### config.mk
export PLATFORM = sky130hd
export DESIGN_NAME = scalar_wb_arbiter
export DESIGN_NICKNAME = d
export VERILOG_FILES = /design/src/rtl/scalar_wb_arbiter.sv
export SDC_FILE = /design/constraint.sdc
export NUM_CORES = 1
export LEC_CHECK = 0
export BUFFER_PORTS_ARGS = -buffer_cell sky130_fd_sc_hd__buf_2
export CAP_MARGIN = 10
export CORE_AREA = 5 5 89 125
export CTS_CLUSTER_SIZE = 16
export DETAILED_ROUTE_END_ITERATION = 16
export DIE_AREA = 0 0 94 130
export PLACE_DENSITY = 0.86
export SYNTH_ARGS = -nofsm -noshare
export SYNTH_HDL_FRONTEND = slang
export SYNTH_SLANG_ARGS = --single-unit
### constraint.sdc
create_clock -name clk_i -period 4.8 [get_ports clk_i]
set_input_delay 0.48 -clock clk_i [delete_from_list [all_inputs] [get_ports clk_i]]
set_output_delay 0.48 -clock clk_i [all_outputs]
set_load 0.005 [all_outputs]
### src/rtl/scalar_wb_arbiter.sv
`timescale 1ns/1ps
`ifndef DATA_WIDTH
`define DATA_WIDTH 32
`endif
// Scalar write-back arbiter (ALU/LSU/V2S) with pending-register scoreboard; write port registered, 1-cycle latency.
// Arbitration: round-robin when WB_ARB_ROUND_ROBIN_EN is defined, else fixed LSU > V2S > ALU.
module scalar_wb_arbiter #(
  parameter int DATA_WIDTH = `DATA_WIDTH,
  parameter int NUM_REGS   = 32
) (
  input  logic                       clk_i,
  input  logic                       reset_n_i,
  input  logic [2:0]                 src_valid_i,
  output logic [2:0]                 src_ready_o,
  input  logic [2:0][4:0]            src_rd_i,
  input  logic [2:0][DATA_WIDTH-1:0] src_data_i,
  input  logic                       wb_stall_i,
  output logic                       rf_wr_en_o,
  output logic [4:0]                 rf_wr_addr_o,
  output logic [DATA_WIDTH-1:0]      rf_wr_data_o,
  input  logic                       alloc_valid_i,
  input  logic [4:0]                 alloc_rd_i,
  input  logic [4:0]                 query_rs1_i,
  input  logic [4:0]                 query_rs2_i,
  output logic                       rs1_busy_o,
  output logic                       rs2_busy_o,
  output logic                       idle_o
);

  localparam logic [1:0] SRC_ALU = 2'd0;
  localparam logic [1:0] SRC_LSU = 2'd1;
  localparam logic [1:0] SRC_V2S = 2'd2;

  logic [2:0]            grant;
  logic [1:0]            gidx;
  logic                  hs;
  logic [4:0]            hs_rd;
  logic [DATA_WIDTH-1:0] hs_data;

  logic [1:0]            last_grant_q, last_grant_d;
  logic [NUM_REGS-1:0]   busy_q, busy_d;
  logic                  rf_wr_en_q, rf_wr_en_d;
  logic [4:0]            rf_wr_addr_q, rf_wr_addr_d;
  logic [DATA_WIDTH-1:0] rf_wr_data_q, rf_wr_data_d;

`ifdef WB_ARB_ROUND_ROBIN_EN
  function automatic logic [1:0] next_src(input logic [1:0] s);
    return (s == SRC_V2S) ? SRC_ALU : s + 2'd1;
  endfunction

  logic [1:0] prio0, prio1, prio2;
  assign prio0 = next_src(last_grant_q);
  assign prio1 = next_src(prio0);
  assign prio2 = next_src(prio1);
`endif

  // Grant looks only at valids, stall and arbiter state so ready never depends on rd/data.
  always_comb begin
    grant = '0;
    if (reset_n_i && !wb_stall_i) begin
`ifdef WB_ARB_ROUND_ROBIN_EN
      if (src_valid_i[prio0])      grant[prio0] = 1'b1;
      else if (src_valid_i[prio1]) grant[prio1] = 1'b1;
      else if (src_valid_i[prio2]) grant[prio2] = 1'b1;
`else
      if (src_valid_i[SRC_LSU])      grant[SRC_LSU] = 1'b1;
      else if (src_valid_i[SRC_V2S]) grant[SRC_V2S] = 1'b1;
      else if (src_valid_i[SRC_ALU]) grant[SRC_ALU] = 1'b1;
`endif
    end
  end

  always_comb begin
    gidx = SRC_ALU;
    if (grant[SRC_LSU])      gidx = SRC_LSU;
    else if (grant[SRC_V2S]) gidx = SRC_V2S;
  end

  assign hs      = |grant;
  assign hs_rd   = src_rd_i[gidx];
  assign hs_data = src_data_i[gidx];

  always_comb begin
    rf_wr_en_d   = hs && (hs_rd != 5'd0);
    rf_wr_addr_d = rf_wr_addr_q;
    rf_wr_data_d = rf_wr_data_q;
    last_grant_d = last_grant_q;
    busy_d       = busy_q;
    if (hs) begin
      last_grant_d  = gidx;
      busy_d[hs_rd] = 1'b0;
    end
    if (rf_wr_en_d) begin
      rf_wr_addr_d = hs_rd;
      rf_wr_data_d = hs_data;
    end
    // A fresh allocation on the write-back edge must survive the clear.
    if (alloc_valid_i && (alloc_rd_i != 5'd0)) busy_d[alloc_rd_i] = 1'b1;
    busy_d[0] = 1'b0;
  end

  always_ff @(posedge clk_i or negedge reset_n_i) begin
    if (!reset_n_i) begin
      rf_wr_en_q   <= 1'b0;
      rf_wr_addr_q <= '0;
      rf_wr_data_q <= '0;
      last_grant_q <= SRC_V2S;
      busy_q       <= '0;
    end else begin
      rf_wr_en_q   <= rf_wr_en_d;
      rf_wr_addr_q <= rf_wr_addr_d;
      rf_wr_data_q <= rf_wr_data_d;
      last_grant_q <= last_grant_d;
      busy_q       <= busy_d;
    end
  end

  assign src_ready_o  = grant;
  assign rf_wr_en_o   = rf_wr_en_q;
  assign rf_wr_addr_o = rf_wr_addr_q;
  assign rf_wr_data_o = rf_wr_data_q;
  assign rs1_busy_o   = busy_q[query_rs1_i];
  assign rs2_busy_o   = busy_q[query_rs2_i];
  assign idle_o       = ~(|busy_q) && !rf_wr_en_q;

  // Sources waiting for a grant must keep their request stable.
  for (genvar i = 0; i < 3; i++) begin : g_hold_chk
    a_src_hold: assert property (@(posedge clk_i) disable iff (!reset_n_i)
      (src_valid_i[i] && !src_ready_o[i]) |=>
        (src_valid_i[i] && $stable(src_rd_i[i]) && $stable(src_data_i[i])));
  end

endmodule

# Word-level counts from Yosys, hierarchy flattened
# Index checks and enable logic that the tools add are counted.
# totals
input_bits	133
ff_bits	69
out_inout_bits	44
# classes
reduce_logical	12
bitwise	4
mux	23
n_lt_le_gt_ge	7
# ops
operator	n
32-bit two-way mux	3
32-bit binary-select mux with 2-bit select	1
32-bit bitwise AND	1
32-bit inverter	1
32-bit bitwise OR	1
31-bit OR reduction	1
5-bit by 6-bit less-than comparator with 1-bit output, second input constant	4
1-bit binary-select mux with 5-bit select	2
5-bit binary-select mux with 2-bit select	1
1-bit demux with 5-bit select	2
5-bit by 1-bit greater-or-equal comparator with 1-bit output, second input constant	2
1-bit two-way mux	10
5-bit nonzero test	2
1-bit logical AND	6
5-bit two-way mux	1
2-bit two-way mux	2
2-bit by 3-bit less-than comparator with 1-bit output, second input constant	1
3-bit two-way mux	1
3-bit OR reduction	1
1-bit zero test	2
1-bit inverter	1

# Depth between registers and ports, before layout
# logic_depth
ltp_word	17
mapped_depth	8

# Least setup slack after synthesis
# No wires, ideal clock.
# synth_path
path_kind	input to output
from	input port query_rs1_i[1]
to	output port rs1_busy_o
n_path_buf	1
arrival_time_ps	2110
stages	4
slack_ps	2210
required_time_ps	4320
cell_sequence	clkbuf_1 mux4_2 mux4_2 mux2_2
# synth_between
elab_chain_cells	2
# synth_rtl
item	line_no	rtl
start, declared	23	input logic [4:0] query_rs1_i,
1-bit binary-select mux with 5-bit select	122	assign rs1_busy_o = busy_q[query_rs1_i];
1-bit two-way mux (implied by the code)	122	
end, declared	25	output logic rs1_busy_o,
# Every way passes these cells. The select of a mux whose other input is x is not followed.

# Worst setup path in the final report
# layout_path
from	input port reset_n_i
to	register rf_wr_data_q[16], in the netlist rf_wr_data_o[16]
# layout_between
elab_chain_cells	8
word_cells_on_any_way	11
classes_between	7 x mux; 4 x reduce/logical
# layout_rtl
item	line_no	rtl
start, declared	12	input logic reset_n_i,
1-bit logical AND (*)	60	if (reset_n_i && !wb_stall_i) begin
3-bit two-way mux (*)	60	
2-bit two-way mux	76	else if (grant[SRC_V2S]) gidx = SRC_V2S;
2-bit two-way mux	75	if (grant[SRC_LSU]) gidx = SRC_LSU;
5-bit binary-select mux with 2-bit select	80	assign hs_rd = src_rd_i[gidx];
5-bit two-way mux (implied by the code)	80	
5-bit nonzero test	84	rf_wr_en_d = hs && (hs_rd != 5'd0);
1-bit logical AND	84	
end signal, assigned	112	rf_wr_data_q <= rf_wr_data_d;
end, declared	44	logic [DATA_WIDTH-1:0] rf_wr_data_q, rf_wr_data_d;
# Every way passes the cells marked *; elsewhere a longest branch is shown, timed or not. The select of a mux whose other input is x is not followed.
# A chain may end at the register's enable or synchronous reset.

==> reports/metrics.yaml <==
sta:
  skew_ns: 0
  fin_crit_ns: 3.19
  slew_violations: 0
  worst_pin_slew_ns: 1.24
  tns_ns: 0
  fmax_mhz: 313
  setup_viol: 0
  hold_viol: 0
  finalWorstSetupSlack_ns: 1.61
  slew-limit-headroom: 0.169
  hold_ws_ns: 0.176
  timing.final.crit_share: 0.665
  rsz0062_at_grt: "no"
critical_path:
  slowest_delay_ns: 0.68
  end_kind: "flop"
  cp_data_arrival_time_ns: 3.40
  crit_type: "in2reg"
  ff2ff_path_depth: 1
  cp_max_fo: 41
  cpMostUsedCell: "buf_4"
  crit_chain: "buf_2, buf_4, nand2b_1, a21oi_1, nor4_4, a31oi_4, buf_4, mux2_4"
  start_kind: "input port"
  slowest_stage: "a31oi_4"
  required_ns: 5.01
cells_and_area:
  diodes: 0
  final_area_sq_mm: 0.00569
  fillCellCount: 848
  area_growth_pct: 28.3
  nets: 703
  drive_above_1_share: 0.459
placement:
  place_congestion: 0.966
  dp_slack_ns: 0.735
  place.detailed.hpwl_mm: 10.7
  portBuffers: 176
  dpl-instance-area_sq_mm: 0.00539
global_route:
  antenna_found_initial: 0
  track_usage: 0.223
  grt_max_degree: 66
  grt_pass1_wl_mm: 21.3
  grt_pass1_vias: 4319
  grt_overflow_total: 0
synthesis:
  synth_top_area_share: 0.390
  synthTopCellsByArea: "dfrtp_1, mux2_4, mux4_2"
  ys.flop_type: "dfrtp_1"
  ys_seq_area_frac: 0.390
  syn_area_per_cell_sq_um: 10.9
  yosysUniqueCellTypes: 40
  syn_area_sq_mm: 0.00443
  netlist_instances: 405
  synth_seq_cells: 69
  syn_nets: 538
  synth_edf_count: 0
  ys.warnings.count: 0
  async_reset_ff_frac: 1.00
  yosysTopAreaCell: "dfrtp_1"
drt:
  via_per_inst: 5.88
  ant_nets: 0
  routed_wl_mm: 13.6
  routed_wire_length_per_instance_um: 19.2
  drt_iter0_markers: 289
  vias: 4177
  dr.pass1.iters: 5
  drc: 0
power:
  cellPowerDensity_mw_per_mm2: 362
  p_leak_nw: 2.69
  ir_drop_uv: 216
clocking:
  holdBufCountCts: 0
  cts_resized: 0
  cts_buffers: 9
  cts_root_buf: "clkbuf_16"
  cts_htree_levels: 3
  clk_pin_slew_worst_paths_ns: 0.06
  cts_tree: "built"
  clk-insertion-delay-late_ns: 0.32
  post_cts_buffers: 0
  cts_sinks: 69
  clock_path_buffers: 2
floorplan:
  start_util: 0.453
  dieHeight_um: 130
  die_width_um: 94
  io_pins: 177
  fp.coreArea_sq_mm: 0.00979
  row_count: 43
  dieArea_sq_mm: 0.0122
status:
  status: "complete, no violations"
worst_hold_path:
  hold_class: "in2async"
flow_run:
  maxCapViolations: 0
routing by layer:
| layer | wire, um | global-route usage |
|---|---|---|
| met4 | 359 | 0.0842 |
| met3 | 1210 | 0.0536 |
| met2 | 7080 | 0.391 |
| met5 | 0 | 0 |
| met1 | 4980 | 0.262 |
placed cells by master (no fill, tap or decap), types with 5 or more instances in the layout:
cell type,Yosys,final
buf_2,10,176
mux2_4,28,28
nand3b_1,8,8
mux4_2,18,18
o21ai_0,65,65
buf_4,0,5
clkbuf_16,0,9
mux2i_1,33,33
inv_1,7,7
nor2_1,6,6
a21oi_1,5,5
nor4_1,8,8
o21ai_1,7,7
o41ai_1,31,31
mux2_2,8,8
nand2_1,42,41
dfrtp_1,69,69
cells in the mapped netlist, types with 2 or more instances:
cell      count
a31oi_1       3
buf_1         2
mux2_2        8
mux2i_1      33
o211ai_1      2
and3_1        2
buf_6         3
nand2b_1      3
nand3b_1      8
or2_2         2
o21ai_1       7
o41ai_1      31
nor4_4        2
nand2_1      42
nand4_1       3
or3b_2        3
nand3_1       2
o22ai_1       3
nor2_1        6
dfrtp_1      69
nand4b_1      2
mux4_2       18
inv_1         7
a21o_1        3
clkbuf_1     13
o21ai_0      65
a21oi_1       5
o21a_1        3
buf_2        10
mux2_4       28
nor4_1        8
kinds of logic (layout without fill, tap and decap cells):
kind of cell,after synthesis,in the layout,synth area share
AOI/OAI and AO/OA,127,127,0.184
muxes,87,87,0.281
and+or+nand+nor,87,87,0.108
DFF,69,69,0.390
buffers and inverters,35,205,0.0375
per-stage QoR:
stage | total power, W | utilization | instances
5_1_grt | 0.00216 | 0.581 | 710
6_report | 0.00206 | 0.581 | 710
3_3_place_gp | 0.00140 | 0.550 | 693
4_1_cts | 0.00206 | 0.580 | 709
3_5_place_dp | 0.00143 | 0.550 | 693
2_1_floorplan | 0.00118 | - | 405
final timing paths:
kind,start,to,slack [ns]
max reg2reg,rf_wr_data_o[16]$_DFFE_PN0P_,rf_wr_data_o[16]$_DFFE_PN0P_,4.01
min,reset_n_i,rf_wr_data_o[10]$_DFFE_PN0P_,0.18
max in group asynchronous,reset_n_i,busy_q[15]$_DFF_PN0_,4.23
min in group clk_i,src_data_i[79],rf_wr_data_o[15]$_DFFE_PN0P_,0.49
max,reset_n_i,rf_wr_data_o[16]$_DFFE_PN0P_,1.61
min reg2reg,rf_wr_data_o[4]$_DFFE_PN0P_,rf_wr_data_o[4]$_DFFE_PN0P_,0.51
critical path, delay by kind of cell:
| kind | cells | cell delay [ns] |
|---|---|---|
| AND/OR/NAND/NOR | 2 | 0.54 |
| AO/OA/AOI/OAI | 2 | 1.18 |
| buffers and inverters | 3 | 0.85 |
| multiplexers | 1 | 0.32 |
layout make-up:
type	count	area, sq um	share of cell area
Timing Repair Buffer	182	930	0.163
Inverter	7	26.3	0.00462
Clock inverter	3	18.8	0.00330
Sequential cell	69	1730	0.304
Multi-Input combinational cell	301	2550	0.448
Clock buffer	13	270	0.0475
Tap cell	135	169	0.0297
sequential cells by signal (all words and copies together) (netlist names):
register      flops
rf_wr_en_o        1
busy_q           31
rf_wr_addr_o      5
rf_wr_data_o     32
where the power goes:
group	leakage, nW	switching [W]	internal [W]	total, W
registers	0.818	0.000138	0.000720	0.000858
logic	1.72	0.000242	0.000332	0.000574
clock network	0.146	0.000236	0.000391	0.000627
Note: power is estimated with default switching activity, not from simulation.
